--- src/rtl/addr_map_cfg_pkg.sv ---
// Shared types for the address-map controller: request opcodes, error codes, FSM states
// and the default rule layout matching addr_decode.
package addr_map_cfg_pkg;

   typedef enum logic [1:0] {
      OP_WRITE  = 2'd0,
      OP_COMMIT = 2'd1,
      OP_CLEAR  = 2'd2
   } cfg_op_e;

   typedef enum logic [1:0] {
      ERR_NONE  = 2'd0,
      ERR_SEL   = 2'd1,
      ERR_IDX   = 2'd2,
      ERR_RANGE = 2'd3
   } err_code_e;

   typedef enum logic [1:0] {
      IDLE   = 2'd0,
      CHECK  = 2'd1,
      COMMIT = 2'd2
   } state_e;

   typedef logic [31:0] def_addr_t;

   typedef struct packed {
      logic [31:0] idx;
      def_addr_t   start_addr;
      def_addr_t   end_addr;
   } def_rule_t;

endpackage

--- src/rtl/addr_map_cfg.sv ---
// Shadow/active address map for addr_decode: writes land in shadow, commit validates one rule per cycle
// then swaps atomically (NoRules+1 cycles); cfg_ready_o is low while checking or committing.
module addr_map_cfg
   import addr_map_cfg_pkg::*;
#(
   parameter int unsigned NoIndices    = 32'd1,
   parameter int unsigned NoRules      = 32'd1,
   parameter type         addr_t       = def_addr_t,
   parameter type         rule_t       = def_rule_t,
   parameter int unsigned GenWidth     = 8,
   parameter int unsigned RuleSelWidth = (NoRules > 1) ? $clog2(NoRules) : 1
) (
   input  logic                     clk_i,
   input  logic                     rst_i,
   input  logic                     cfg_valid_i,
   output logic                     cfg_ready_o,
   input  cfg_op_e                  cfg_op_i,
   input  logic [RuleSelWidth-1:0]  cfg_sel_i,
   input  rule_t                    cfg_rule_i,
   output rule_t [NoRules-1:0]      addr_map_o,
   output logic                     map_valid_o,
   output logic [GenWidth-1:0]      map_gen_o,
   output logic                     done_o,
   output logic                     busy_o,
   output logic                     err_o,
   output err_code_e                err_code_o,
   output logic [RuleSelWidth-1:0]  err_rule_o
);

   state_e                    state;
   logic [RuleSelWidth-1:0]   cnt;
   rule_t [NoRules-1:0]       shadow;
   err_code_e                 chk_code;
   logic                      cfg_xfer;

   // An open-ended rule (end_addr == 0) reaches the top of the address space, so it never fails the range test.
   function automatic err_code_e rule_check(input rule_t r);
      err_code_e code;
      addr_t     s_addr;
      addr_t     e_addr;
      code   = ERR_NONE;
      s_addr = r.start_addr;
      e_addr = r.end_addr;
      if (32'(r.idx) >= NoIndices) begin
         code = ERR_IDX;
      end else if ((s_addr >= e_addr) && (e_addr != '0)) begin
         code = ERR_RANGE;
      end
      return code;
   endfunction

   assign chk_code = rule_check(shadow[cnt]);
   assign cfg_xfer = cfg_valid_i && cfg_ready_o;

   always_ff @(posedge clk_i or posedge rst_i) begin
      if (rst_i) begin
         state       <= IDLE;
         cnt         <= '0;
         shadow      <= '0;
         addr_map_o  <= '0;
         map_valid_o <= 1'b0;
         map_gen_o   <= '0;
         done_o      <= 1'b0;
         busy_o      <= 1'b0;
         err_o       <= 1'b0;
         err_code_o  <= ERR_NONE;
         err_rule_o  <= '0;
         cfg_ready_o <= 1'b1;
      end else begin
         done_o <= 1'b0;
         unique case (state)
            IDLE: begin
               if (cfg_xfer) begin
                  err_o      <= 1'b0;
                  err_code_o <= ERR_NONE;
                  case (cfg_op_i)
                     OP_WRITE: begin
                        if (32'(cfg_sel_i) < NoRules) begin
                           shadow[cfg_sel_i] <= cfg_rule_i;
                        end else begin
                           err_o      <= 1'b1;
                           err_code_o <= ERR_SEL;
                           err_rule_o <= cfg_sel_i;
                        end
                     end
                     OP_COMMIT: begin
                        state       <= CHECK;
                        cnt         <= '0;
                        busy_o      <= 1'b1;
                        cfg_ready_o <= 1'b0;
                     end
                     OP_CLEAR: begin
                        shadow <= '0;
                     end
                     default: ;
                  endcase
               end
            end
            CHECK: begin
               if (chk_code != ERR_NONE) begin
                  state       <= IDLE;
                  busy_o      <= 1'b0;
                  cfg_ready_o <= 1'b1;
                  err_o       <= 1'b1;
                  err_code_o  <= chk_code;
                  err_rule_o  <= cnt;
               end else if (32'(cnt) == NoRules - 1) begin
                  state <= COMMIT;
               end else begin
                  cnt <= cnt + 1'b1;
               end
            end
            COMMIT: begin
               addr_map_o  <= shadow;
               map_valid_o <= 1'b1;
               map_gen_o   <= map_gen_o + 1'b1;
               done_o      <= 1'b1;
               state       <= IDLE;
               busy_o      <= 1'b0;
               cfg_ready_o <= 1'b1;
            end
            default: begin
               state       <= IDLE;
               busy_o      <= 1'b0;
               cfg_ready_o <= 1'b1;
            end
         endcase
      end
   end

endmodule

--- config.mk ---
export PLATFORM = sky130hd
export DESIGN_NAME = addr_map_cfg
export DESIGN_NICKNAME = d
export VERILOG_FILES = /design/src/rtl/addr_map_cfg_pkg.sv /design/src/rtl/addr_map_cfg.sv
export SDC_FILE = /design/constraint.sdc
export NUM_CORES = 1
export LEC_CHECK = 0
export CAP_MARGIN = 20
export CORE_ASPECT_RATIO = 0.5
export CORE_MARGIN = 4
export CORE_UTILIZATION = 30
export DETAILED_ROUTE_END_ITERATION = 16
export GPL_TIMING_DRIVEN = 0
export PLACE_DENSITY = 0.56
export SETUP_SLACK_MARGIN = 0.5
export SLEW_MARGIN = 30
export SYNTH_ARGS = -nofsm -noshare
export SYNTH_HDL_FRONTEND = slang
export SYNTH_SLANG_ARGS = --single-unit
--- constraint.sdc ---
create_clock -name clk_i -period 20.9 [get_ports clk_i]
set_input_delay 4.18 -clock clk_i [delete_from_list [all_inputs] [get_ports clk_i]]
set_output_delay 4.18 -clock clk_i [all_outputs]
set_load 0.005 [all_outputs]
* Word level (Yosys, flattened, before mapping)
Index checks and enable logic that the tools add are counted.
** Word-level totals
- Input port bits :: 102
- ROM bits :: 0
- Logic and storage cells :: 89
- Memory bits (writable) :: 0
- Memories kept :: 0
- Output and inout bits :: 112
- Register bits :: 211
- Bits in latches :: 0
** Operators by class
- Div/mod/pow operators :: 0
- Bitwise logic cells :: 0
- Shift operators :: 0
- $add $sub $neg :: 2
- Reduce and logical (&&, ||, !) cells :: 15
- Multiply operators :: 0
- Multiplexer cells :: 38
- Equality and inequality tests :: 12
- $lt $le $gt $ge :: 6
** Operators by type and width (number)
- 96-bit 2-to-1 mux :: 3
- 96-bit one-hot mux with 2 select lines :: 1
- 96-bit bitwise mux :: 1
- 32-bit by 1-bit greater-or-equal comparator with 1-bit output (second input constant) :: 1
- 32-bit greater-or-equal comparator :: 1
- 32-bit nonzero test :: 1
- 1-bit 2-to-1 mux :: 18
- 2-bit 2-to-1 mux :: 8
- 2-bit inequality test (second input constant) :: 5
- 1-bit one-hot mux with 2 select lines :: 5
- 3-bit AND reduction :: 3
- 8-bit by 1-bit adder with 8-bit output (second input constant) :: 1
- 2-bit one-hot mux with 2 select lines :: 2
- 4-bit AND reduction :: 2
- 2-bit nonzero test :: 3
- 5-bit AND reduction :: 1
- 2-bit by 1-bit equality test with 1-bit output (second input constant) :: 2
- 2-bit equality test (second input constant) :: 2
- 2-bit zero test :: 2
- 2-bit by 1-bit inequality test with 1-bit output (second input constant) :: 2
- 1-bit logical AND :: 3
- 1-bit < comparator (second input constant) :: 3
- 3-bit inequality test (second input constant) :: 1
- 1-bit adder (second input constant) :: 1
- 1-bit greater-or-equal comparator (second input constant) :: 1

* Longest topological paths before layout
- Depth in word-level cells :: 9
- Depth in mapped cells :: 9
- Depth with buffers taken out :: 7

* Least setup slack after synthesis
No wires, ideal clock.
- Path kind :: in2reg
- Start :: input port cfg_valid_i
- End :: register err_code_o[0]
- Data required time :: 20.774 ns
- Slack :: 15.642 ns
- Data arrival time :: 5.132 ns
- Setup time :: 0.126 ns
- Path buffers :: 1
- Cell stages on the path :: 5
- Cells stage by stage :: nor4bb_1 -> buf_4 -> nor4b_2 -> nor2_1 -> o311a_1
** On the way
- Word-level cells in the longest chain between the ends :: 3
** RTL lines
- start, declared :: RTL line addr_map_cfg.sv:15 : input logic cfg_valid_i,
- 1-bit logical AND :: RTL line addr_map_cfg.sv:53 : assign cfg_xfer = cfg_valid_i && cfg_ready_o;
- 2-bit inequality test (no source line)
- 3-bit AND reduction (no source line)
- end signal, assigned :: RTL line addr_map_cfg.sv:105 : err_code_o <= chk_code;
- end, declared :: RTL line addr_map_cfg.sv:26 : output err_code_e err_code_o,
Every way passes these cells.
A chain may end at the register's enable or synchronous reset.

* Worst setup path after layout
- Start :: input port cfg_op_i[0]
- End :: register shadow[39] (netlist bit)
** On the way
- Word-level cells in the longest chain between the ends :: 3
- Elaborated cells on any way between the ends :: 6
- Those cells by class :: eq/ne: 2; mux: 1; reduce/logical: 3
** RTL lines
- start, declared :: RTL line addr_map_cfg.sv:17 : input cfg_op_e cfg_op_i,
- 2-bit equality test / 2-bit zero test (equally long branches) :: RTL line addr_map_cfg.sv:76 : case (cfg_op_i)
- 2-bit nonzero test (no source line) / 2-bit inequality test (equally long branches)
- 4-bit AND reduction (no source line)
- end signal, assigned by index :: RTL line addr_map_cfg.sv:79 : shadow[cfg_sel_i] <= cfg_rule_i;
- end, declared :: RTL line addr_map_cfg.sv:32 : rule_t [NoRules-1:0] shadow;
Several ways; a longest one is shown, not always the timed one.

==> impl.org <==
** Outcome
- Result of the run :: finished, final reports clean

** Placement
- Post-Place Cells :: 1447
- Pre-CTS setup slack :: 14480 ps
- During placement, the flow inserted port buffers numbering 213.
- Post-DP HPWL :: 20700 um
- GP Congestion :: 0.803
- Once placement finished, the instance area stood at 11900 um2.

** Timing
- The smallest clock period supported by the final layout is computed as 5890 ps.
- Setup TNS :: 0 ps
- The worst pin sits at a relative slew slack of 0.571.
- Setup repair after global routing left no endpoint under its margin.
- Worst-Margin Slew :: 643 ps
- Of the available clock period, the critical path in the final layout requires 0.282.
- Final number of setup-violating endpoints :: 0
- Max-slew violation count :: 0
- Worst setup slack after layout :: 15010 ps
- The tightest hold path in the finished design has a slack of 467 ps.
- Timing-limited maximum frequency :: 170 MHz
- The final count of hold timing violations was 0.
- On the final layout, the worst clock skew is 13.8 ps.

** Power
- Part of the total power dissipated in combinational logic :: 0.045
- Cell internal power was estimated by the tool at 0.691 mW.
- Leak Pwr :: 5.73 nW
- The design draws 0.880 mW.
- Of the total power, the share spent switching nets is 0.215.
- Clock power share :: 0.493
- Power per Cell Area :: 69.4 nW/um2
- The share of total power dissipated in sequential elements is 0.462.
- The analysis attributes to net switching a power of 0.189 mW.
- Largest vdd supply drop :: 0.0356 mV

** Critical path
- Depth of the worst register-to-register path :: 6
- Following the worst setup path forward leads to its endpoint at shadow[39].
- R2r setup slk :: 18510 ps
- Crit Path Max Fanout :: 10
- Crit path largest cell delay :: 520 ps
- Launch point of the worst path :: cfg_op_i[0]
- In this run the critical register-to-register path is captured at err_code_o[0].
- The worst register-to-register path begins at shadow[0].
- Delay-heaviest family, CP :: buffers and inverters
- Crit path depth :: 7
- By startpoint and endpoint, the worst setup path is classified as in2reg.
- Critical path launch point type :: input pin
- Highest-delay cell along the critical path :: clkdlybuf4s50_1
- Data arrival time at the worst-slack endpoint :: 6320 ps
- The worst setup path is captured at a flip-flop.
- The critical path goes through clkdlybuf4s50_1 > inv_1 > a21oi_2 > buf_2 > clkbuf_1 > nand2_1 > o21ai_0.
- Data required time of the worst path :: 21330 ps
- Worst path buffer plus inverter count :: 4

** Floorplanning
- The floorplan step defined a die boundary enclosing 33600 um2.
- Pin placement for this block handled 214 I/O pins.
- From bottom edge to top edge, the die measures 132 um.
- The region available for standard cell placement spans 29600 um2.
- Overall die width :: 255 um
- For this configuration, the core starts out at a cell density of 0.310.
- Cell Rows :: 44

** CTS
- The number of gates resized after CTS was 0.
- The tree is rooted in a clkbuf_16.
- Clock input transition at the sequential cells of the worst setup and hold paths :: 60 ps
- Setup repair bufs after CTS :: 0
- Number of buffers inserted during clock tree synthesis :: 22
- In this run the deepest clock path goes through 3 buffers.
- Hold Buf Count CTS :: 0
- In this run the number of H-tree levels came out at 1.
- TritonCTS built the clock tree.
- The tree built by TritonCTS fans out to 210 sinks.
- The clock reaches the later pin of the worst-skew pair after 520 ps.

** Route
- After detailed routing, the number of remaining DRC violations is 0.
- Routed wire length :: 27200 um
- Via density per instance :: 4.70
- Avg WL per Cell :: 18.2 um
- Remaining antenna violation count :: 0
- Detailed router's first-iteration violation count :: 401
- The routed layout has 6997 vias.
- Router iterations before antenna repair :: 4

** Global route
- Remaining global-route overflow :: 0
- Highest-utilization routing layer at the global route stage :: met2
- The number of global-route vias before repair is 7557.
- For met3 alone, demand over resource in global routing was 0.0254.
- Entering global routing, the biggest net connects 57 pins.
- In the global route stage, met1 resource usage came out at 0.204.
- For this run, global-route usage on met2 was measured as 0.283.
- The number of antenna violations at the first check in global routing was 2.
- Across every metal layer, demand over resource in global routing totals 0.160.
- The first global-routing pass estimated 43300 um of wire.

** Finish
- Post-route standard cell area excluding fillers :: 12700 um2
- Measured on the finished design, the core utilization comes to 0.429.
- Fraction of layout instances using a drive strength above 1 :: 0.155
- Layout-stage area growth over the synthesis result :: 38.2%
- After filler insertion, the fill cell instance count of the layout stands at 2741.
- Non-filler instance count after layout :: 1489
- Number of nets in the layout :: 1215

** Synthesis
- Each instance of the synthesized netlist takes up on average 10.9 um2.
- Synthesized Nets :: 975
- Synthesis inferred 210 register bits.
- Synth Flop Type :: dfrtp_1
- In the synthesized netlist, the number of instances is 840.
- By area the synthesized netlist is led by dfrtp_1 57%, mux2_2 12%, nand2_1 8.4%.
- Sequential share of the synthesized area :: 0.573
- The mapped netlist covers 9180 um2.
- Number of synthesized flops with an enable pin :: 0
- Of the post-synthesis cell area, the dominant cell type holds 0.570.
- The biggest area contributor in the post-synthesis netlist is dfrtp_1.
- Yosys printed 0 warnings.
- After synthesis, the share of flip-flops with an asynchronous set or reset is 1.00.
- The synthesized netlist contains 43 unique library cells.

** Flow run
- Number of max-cap violations :: 0

** Min path
- Class of the tightest hold or removal check :: reg2reg
## power groups by stage
stage	registers (mW)	clock network, mW	logic, mW
2_1_floorplan	0.414	0	0.0128
3_3_place_gp	0.414	0	0.0380
3_5_place_dp	0.414	0	0.0405
4_1_cts	0.406	0.444	0.0406
5_1_grt	0.406	0.463	0.0438
6_report	0.406	0.434	0.0395
## per-layer routing
metal | vias up | part of all wire
met5 | - | 0
met4 | 0 | 0.025
met2 | 115 | 0.51
li1 | 3356 | -
met3 | 41 | 0.032
met1 | 3485 | 0.43
## flip-flops by register name, indices dropped and copies added (netlist names)
register and flops:
map_gen_o 8, busy_o 1, cfg_ready_o 1, map_valid_o 1, done_o 1, addr_map_o 96
shadow 96, err_rule_o 1, err_code_o 2, err_o 1, state 2
## synthesized netlist by cell type, types with 2 or more instances
library cell and count:
nand3_1 4, nand2_1 205, inv_1 39, buf_2 12, o21ai_1 27, buf_6 11
nor4_1 17, xor2_1 2, o21ai_0 80, mux2_2 97, xnor2_1 5, o31a_1 2
nor2_1 9, or2_2 2, nand4_1 13, and4_1 4, a21oi_1 19, ha_1 33
dfrtp_1 209, a21oi_2 2, clkbuf_1 21, o21a_1 4, nand2b_1 3
## placed cells by master, fill, tap and decap left out, drive strengths merged, types with 2 or more instances in the layout
cell type / synthesis / routed
ha: 33 / 33
inv: 39 / 39
mux2: 97 / 97
bufinv: 0 / 5
diode: 0 / 2
nor4b: 2 / 2
nand3: 4 / 4
nand2b: 3 / 3
nand2: 206 / 206
a21oi: 21 / 21
clkinv: 0 / 6
or2: 2 / 2
xor2: 2 / 2
and4: 4 / 4
o21ai: 107 / 107
clkbuf: 21 / 49
nand4: 13 / 13
nor2: 9 / 9
o31a: 2 / 2
buf: 24 / 27
clkdlybuf4s50: 0 / 213
nor4: 18 / 18
xnor2: 5 / 5
o21a: 4 / 4
dfrtp: 209 / 209
## how the worst min path moves through the flow
stage                     slack, ps  depth (start not counted)            to          from
after detailed placement        460                          1   map_valid_o   map_valid_o
after floorplan                 460                          2    shadow[32]    shadow[32]
after global routing            500                          1  map_gen_o[7]  map_gen_o[7]
final                           470                          1  map_gen_o[7]  map_gen_o[7]
after global placement          450                          1   map_valid_o   map_valid_o
after CTS                       470                          1   map_valid_o   map_valid_o
## cell type report
class | instances | area (um2) | area share
Buffer | 45 | 270 | 0.0213
Multi-Input combinational cell | 546 | 3500 | 0.276
Antenna cell | 2 | 5.00 | 0.000395
Tap cell | 391 | 489 | 0.0386
Inverter | 39 | 154 | 0.0121
Clock inverter | 12 | 199 | 0.0157
Sequential cell | 210 | 5260 | 0.414
Timing Repair Buffer | 216 | 2210 | 0.175
Clock buffer | 28 | 593 | 0.0468
## logic make-up (layout without fill, tap and decap cells)
family                     count (synthesis)  after routing  synth area share
AOI/OAI and AO/OA                        144            144            0.0858
xor gates and xnor gates                   7              7           0.00668
adders and majority gates                 33             33            0.0450
buffers and inverters                     84            340            0.0454
DFF                                      210            210             0.573
muxes                                     97             97             0.119
other                                      0              2                 0
and+or+nand+nor                          265            265             0.125
No activity file was read; power rests on OpenSTA's default activity.
